===== config.mk =====
export PLATFORM = sky130hd
export DESIGN_NAME = inv_round_tf_seq_flat
export DESIGN_NICKNAME = d
export VERILOG_FILES = /design/src/rtl/inv_round_tf_seq_if.sv /design/src/rtl/inv_round_tf_seq.sv /design/src/flat_wrapper.sv
export SDC_FILE = /design/constraint.sdc
export NUM_CORES = 1
export LEC_CHECK = 0
export CORE_MARGIN = 2
export CORE_UTILIZATION = 54
export DETAILED_ROUTE_END_ITERATION = 8
export PLACE_DENSITY = 0.89
export SETUP_SLACK_MARGIN = 0.3
export SLEW_MARGIN = 20
export SYNTH_ARGS = -nofsm -noshare
export SYNTH_HDL_FRONTEND = slang
export SYNTH_SLANG_ARGS = --single-unit

===== constraint.sdc =====
create_clock -name clk_i -period 5.4 [get_ports clk_i]
set_clock_uncertainty 0.1 [all_clocks]
set_input_delay 1.62 -clock clk_i [delete_from_list [all_inputs] [get_ports clk_i]]
set_output_delay 1.62 -clock clk_i [all_outputs]
set_load 0.1 [all_outputs]

===== src/rtl/inv_round_tf_seq_if.sv =====
// rtl/inv_round_tf_seq_if.sv - input/result handshake bundle for the inverse round transform
interface inv_round_tf_seq_if;
    logic         valid_i;
    logic         ready_o;
    logic [127:0] b_i;
    logic         valid_o;
    logic         ready_i;
    logic [127:0] b_imc_o;
    logic [127:0] b_o;

    // block side: takes the input state, returns both result registers
    modport slave (
        input  valid_i,
        input  b_i,
        input  ready_i,
        output ready_o,
        output valid_o,
        output b_imc_o,
        output b_o
    );

    // producer/consumer side
    modport master (
        output valid_i,
        output b_i,
        output ready_i,
        input  ready_o,
        input  valid_o,
        input  b_imc_o,
        input  b_o
    );
endinterface


===== src/rtl/inv_round_tf_seq.sv =====
// rtl/inv_round_tf_seq.sv - sequential InvMixColumns (one column per cycle) then InvShiftRows
module inv_round_tf_seq #(
    parameter bit EN_MC = 1'b1
) (
    input  logic             clk_i,
    input  logic             rst_i,
    inv_round_tf_seq_if.slave bus
);

    typedef enum logic [1:0] {
        IDLE = 2'd0,
        BUSY = 2'd1,
        DONE = 2'd2
    } state_t;

    state_t       state_q, state_d;
    logic [1:0]   col_q, col_d;
    logic [127:0] work_q, work_d;
    logic [127:0] res_q, res_d;
    logic [31:0]  col_in;
    logic [31:0]  col_out;

    // multiply by x in GF(2^8) modulo x^8+x^4+x^3+x+1
    function automatic logic [7:0] xtime(input logic [7:0] a);
        return {a[6:0], 1'b0} ^ (a[7] ? 8'h1b : 8'h00);
    endfunction

    // one column of InvMixColumns; 9/b/d/e multiples come from the x2/x4/x8 chain
    function automatic logic [31:0] inv_mix_col(input logic [31:0] c);
        logic [7:0] a0, a1, a2, a3;
        logic [7:0] p2_0, p2_1, p2_2, p2_3;
        logic [7:0] p4_0, p4_1, p4_2, p4_3;
        logic [7:0] p8_0, p8_1, p8_2, p8_3;
        logic [7:0] m9_0, m9_1, m9_2, m9_3;
        logic [7:0] mb_0, mb_1, mb_2, mb_3;
        logic [7:0] md_0, md_1, md_2, md_3;
        logic [7:0] me_0, me_1, me_2, me_3;
        a0 = c[31:24];
        a1 = c[23:16];
        a2 = c[15:8];
        a3 = c[7:0];
        p2_0 = xtime(a0);   p2_1 = xtime(a1);   p2_2 = xtime(a2);   p2_3 = xtime(a3);
        p4_0 = xtime(p2_0); p4_1 = xtime(p2_1); p4_2 = xtime(p2_2); p4_3 = xtime(p2_3);
        p8_0 = xtime(p4_0); p8_1 = xtime(p4_1); p8_2 = xtime(p4_2); p8_3 = xtime(p4_3);
        m9_0 = p8_0 ^ a0;   m9_1 = p8_1 ^ a1;   m9_2 = p8_2 ^ a2;   m9_3 = p8_3 ^ a3;
        mb_0 = p8_0 ^ p2_0 ^ a0;
        mb_1 = p8_1 ^ p2_1 ^ a1;
        mb_2 = p8_2 ^ p2_2 ^ a2;
        mb_3 = p8_3 ^ p2_3 ^ a3;
        md_0 = p8_0 ^ p4_0 ^ a0;
        md_1 = p8_1 ^ p4_1 ^ a1;
        md_2 = p8_2 ^ p4_2 ^ a2;
        md_3 = p8_3 ^ p4_3 ^ a3;
        me_0 = p8_0 ^ p4_0 ^ p2_0;
        me_1 = p8_1 ^ p4_1 ^ p2_1;
        me_2 = p8_2 ^ p4_2 ^ p2_2;
        me_3 = p8_3 ^ p4_3 ^ p2_3;
        return {me_0 ^ mb_1 ^ md_2 ^ m9_3,
                m9_0 ^ me_1 ^ mb_2 ^ md_3,
                md_0 ^ m9_1 ^ me_2 ^ mb_3,
                mb_0 ^ md_1 ^ m9_2 ^ me_3};
    endfunction

    // row r of column c takes the byte from column (c - r) mod 4
    function automatic logic [127:0] inv_shift_rows(input logic [127:0] s);
        logic [127:0] o;
        o = '0;
        for (int c = 0; c < 4; c++) begin
            for (int r = 0; r < 4; r++) begin
                o[127 - 8 * (4 * c + r) -: 8] = s[127 - 8 * (4 * ((c - r) & 3) + r) -: 8];
            end
        end
        return o;
    endfunction

    // column currently being transformed and its InvMixColumns image
    always_comb begin
        col_in = work_q[127:96];
        unique case (col_q)
            2'd0:    col_in = work_q[127:96];
            2'd1:    col_in = work_q[95:64];
            2'd2:    col_in = work_q[63:32];
            default: col_in = work_q[31:0];
        endcase
        col_out = inv_mix_col(col_in);
    end

    // next state, working register update and result capture on entry to DONE
    always_comb begin
        state_d = state_q;
        col_d   = col_q;
        work_d  = work_q;
        res_d   = res_q;
        unique case (state_q)
            IDLE: begin
                if (bus.valid_i) begin
                    work_d = bus.b_i;
                    col_d  = 2'd0;
                    if (EN_MC) begin
                        state_d = BUSY;
                    end else begin
                        state_d = DONE;
                        res_d   = inv_shift_rows(bus.b_i);
                    end
                end
            end
            BUSY: begin
                unique case (col_q)
                    2'd0:    work_d[127:96] = col_out;
                    2'd1:    work_d[95:64]  = col_out;
                    2'd2:    work_d[63:32]  = col_out;
                    default: work_d[31:0]   = col_out;
                endcase
                col_d = col_q + 2'd1;
                if (col_q == 2'd3) begin
                    state_d = DONE;
                    res_d   = inv_shift_rows(work_d);
                end
            end
            DONE: begin
                if (bus.ready_i) begin
                    state_d = IDLE;
                end
            end
            default: state_d = IDLE;
        endcase
    end

    // state, column counter and data registers with synchronous reset
    always_ff @(posedge clk_i) begin
        if (rst_i) begin
            state_q <= IDLE;
            col_q   <= 2'd0;
            work_q  <= '0;
            res_q   <= '0;
        end else begin
            state_q <= state_d;
            col_q   <= col_d;
            work_q  <= work_d;
            res_q   <= res_d;
        end
    end

    assign bus.ready_o = (state_q == IDLE);
    assign bus.valid_o = (state_q == DONE);
    assign bus.b_imc_o = work_q;
    assign bus.b_o     = res_q;

endmodule


===== src/flat_wrapper.sv =====
// flat-port wrapper written by rule: the top's interface ports become plain ports
module inv_round_tf_seq_flat 
#(
    parameter bit EN_MC = 1'b1
)
  (clk_i, rst_i, bus_valid_i, bus_b_i, bus_ready_i, bus_ready_o, bus_valid_o, bus_b_imc_o, bus_b_o);
  inv_round_tf_seq_if bus_i ();
  input  logic clk_i;
  input  logic rst_i;
  input wire logic [$bits(bus_i.valid_i)-1:0] bus_valid_i;
  input wire logic [$bits(bus_i.b_i)-1:0] bus_b_i;
  input wire logic [$bits(bus_i.ready_i)-1:0] bus_ready_i;
  output wire logic [$bits(bus_i.ready_o)-1:0] bus_ready_o;
  output wire logic [$bits(bus_i.valid_o)-1:0] bus_valid_o;
  output wire logic [$bits(bus_i.b_imc_o)-1:0] bus_b_imc_o;
  output wire logic [$bits(bus_i.b_o)-1:0] bus_b_o;
  assign bus_i.valid_i = bus_valid_i;
  assign bus_i.b_i = bus_b_i;
  assign bus_i.ready_i = bus_ready_i;
  assign bus_ready_o = bus_i.ready_o;
  assign bus_valid_o = bus_i.valid_o;
  assign bus_b_imc_o = bus_i.b_imc_o;
  assign bus_b_o = bus_i.b_o;
  inv_round_tf_seq #(.EN_MC(EN_MC)) u_core (.clk_i(clk_i), .rst_i(rst_i), .bus(bus_i));
endmodule

==> parameters.txt <==
Parameter                              Value

CTS
  Latest clock arrival within the worst-skew pair    between 0.5 and 0.6 ns
  Number of setup buffers added after CTS    0
  Clock transition time at the flip-flop clock pins of the worst setup and hold paths    about 0.060 ns
  Number of buffers created by CTS    28
  Longest Clk Path Bufs    3
  Hold-fix buffers, CTS    0
  Number of sinks handled by clock tree synthesis    260
  Post-cts resize count    0
  TritonCTS clock tree    done
  H-Tree Level Count    1
  Library cell used as clock root buffer    clkbuf_16

Floorplan
  Initial Util    0.5516
  Width of the die    between 150 and 200 um
  Rows    60
  Total core area    around 27000 um^2
  Area of the die    29030 um^2
  Die boundary height    170.4 um
  Top-Level Pins    between 300 and 400

Global route
  Wire length of the first global-routing pass    slightly below 100 mm
  GRT Resource Usage Total    0.4434
  Maximum number of pins on one net before global-route repair    about 110
  Number of global-route vias before repair    about 15000
  GRT Residual Overflow    0
  Initial antenna violation count    4

Route
  DRC violation count after routing    39
  Number of DRC markers after the initial detailed-route iteration    between 2000 and 3000
  Antenna Violating Nets Remaining    0
  DRT Pass-1 Iters    9
  Aggregate routed wire length    66.64 mm
  WL/cell    around 27 um
  Vias    about 17000
  DR vias/cell    between 6 and 7

Critical path
  Reg2Reg Launch Point    u_core.col_q[0]
  Critical Setup Path Class    flip-flop to flip-flop
  FF-to-FF setup slack    roughly 0.44 ns
  Count of cells along the worst register-to-register path    12
  Required time of the critical path    5.69 ns
  Worst flop-to-flop path endpoint    u_core.bus.b_imc_o[115]
  Crit-path max FO    32
  Kind of launch point of the worst setup path    flip-flop
  Arrival time worst endpoint    roughly 5.3 ns
  Timing startpoint of the critical path    u_core.col_q[0]
  Capturing element type of the critical path    flip-flop

STA
  Upper clock frequency limit    about 200 MHz
  Setup TNS    0 ns
  Min Clock Period, post-route    between 4 and 5 ns
  Slew of the pin with the lowest slew margin    between 1 and 1.5 ns
  Share of the cycle needed by the critical path after routing    0.9186
  Worst relative slew slack    0.2109
  Setup repair after global routing missed its margin    no
  Total of endpoints with negative setup slack in the final report    0
  Final max-slew violation count    0
  Final Hold Viols    0
  Minimum hold slack    0.3643 ns

Place
  Number of input and output port buffers inserted    a little under 400
  Placed wire-length estimate    roughly 48 mm
  GP Congestion    approximately 1.0
  Placed inst area    19270 um^2

Yosys
  Main synth FF type    dfxtp_1
  Synthesized netlist cell count    1790
  Count of distinct cell types in the synthesized netlist    53
  Mean area per synthesized cell    approximately 8.4 um^2
  Post-Syn Nets    around 1900
  Top area cells in the synthesized netlist    dfxtp_1, xnor2_1, nor2_1
  Number of synthesized register bits    260
  EDFF count, synth    0
  Cell type contributing the most total cell area after synthesis    dfxtp_1
  Count of warnings emitted by yosys    0
  Synth async-reset ratio    0
  Area share of the largest cell type after synthesis    0.3482
  Portion of the post-synthesis area used by sequential elements    0.3482
  Mapped cell area    ~15000 um^2

Final layout
  Leading cell types in the layout, fill and taps excluded    clkdlybuf4s50_1, nor2_1, dfxtp_1, a21oi_1, xnor2_1
  Post-layout util    0.7458
  Commonest non-fill, non-tap cell in the layout    clkdlybuf4s50_1
  Filler cell count in the final layout    1935
  Total non-filler cell area in the finished layout    a little over 20000 um^2
  Layout area overhead    35.21%
  Proportion of layout cells with a drive suffix above 1    0.09176
  Total Nets Final    about 2300

Status
  Violations in the final reports    DRC
  Status    complete, but fails checks

Hold path
  WHS Path Cells    2
  Hold EP    u_core.bus.b_o[25]
  Hold Path Class    flip-flop to flip-flop
  Start point of the worst min-delay path    u_core.bus.b_o[25]

Job
  Max Cap Violations    0
-- synth_stat cells, types with 2 or more instances --
master	number
a222oi_1	32
a221oi_1	12
dfxtp_1	260
a2111oi_2	24
xor3_1	3
and3_1	54
o21ai_1	7
o32ai_1	4
nor4_1	16
xnor2_2	12
buf_1	11
or2_2	4
a2bb2oi_1	2
o22ai_1	83
clkbuf_1	143
o21ai_2	4
nor3_1	11
a211oi_1	50
xnor3_2	2
nor2b_1	8
inv_1	15
a2111oi_1	3
a211o_1	12
o211ai_1	5
nand3b_1	5
o21ai_0	87
or3_1	6
ha_1	5
xnor2_4	4
buf_4	2
a2111oi_0	32
nand2b_1	4
buf_6	7
mux2i_1	34
nor2_1	313
buf_2	9
xnor2_1	141
o21a_1	5
a21o_1	8
xnor3_1	16
a21oi_1	167
nand2_1	88
xor2_1	70
-- cell families after synthesis --
family | after synthesis | synth area share
AO/OA/AOI/OAI | 543 | 0.2482
AND/OR/NAND/NOR | 509 | 0.1454
flip-flops | 260 | 0.3482
XOR/XNOR | 248 | 0.1761
buffers and inverters | 188 | 0.05198
multiplexers | 37 | 0.02595
adder cells (fa/ha/maj) | 5 | 0.004185
-- metrics by stage --
step	setup slack (ns)	instances
2_1_floorplan	1.522	1790
3_3_place_gp	0.8504	2457
3_5_place_dp	0.6940	2457
4_1_cts	0.6830	2508
5_1_grt	0.3495	2512
6_report	0.4396	2512
-- worst max-delay path by stage --
stage / to / slack, ns / depth (start not counted)
after CTS: u_core.bus.b_imc_o[45] / 0.68 / 12
after global routing: u_core.bus.b_imc_o[45] / 0.35 / 12
after global placement: u_core.bus.b_imc_o[13] / 0.85 / 11
final: u_core.bus.b_imc_o[115] / 0.44 / 12
after detailed placement: u_core.bus.b_imc_o[45] / 0.69 / 12
after floorplan: bus_ready_o / 1.52 / 4
-- registers in the layout, indices dropped and copies added (netlist names) --
signal              cells
u_core.bus.b_imc_o    128
u_core.bus.b_o        128
u_core.col_q            2
u_core.state_q          2
-- critical path, cell delays in order, from the launching register on --
cell and delay (ns):
dfxtp_1 0.43, inv_1 0.10, ha_2 0.45, buf_4 0.33
a222oi_1 1.01, xor2_1 0.13, a21oi_1 0.61, xnor2_2 0.16
xnor2_1 0.19, xnor2_2 0.31, xor2_1 0.15, buf_4 0.21
a2111oi_0 0.59
-- final cells by class --
type,instances,area (um^2),area share
Inverter,16,60.06,0.002971
Timing Repair Buffer,467,4521,0.2237
Multi-Input combinational cell,1342,9021,0.4463
Clock buffer,43,858.3,0.04247
Sequential cell,260,5205,0.2575
Clock inverter,8,71.32,0.003529
Antenna cell,4,10.01,0.0004952
Tap cell,372,465.4,0.02303
-- routing by layer --
| layer | global-route usage | vias to the layer above | share of wire |
|---|---|---|---|
| li1 | - | 7035 | - |
| met1 | 0.5919 | 7810 | 0.37 |
| met2 | 0.6713 | 1449 | 0.43 |
| met3 | 0.1149 | 295 | 0.14 |
| met4 | 0.2051 | 0 | 0.055 |
| met5 | 0 | - | 0 |
Power is left out: the tool's default activity adds up to more than one toggle a clock period on the data nets, which glitch-free logic cannot reach.
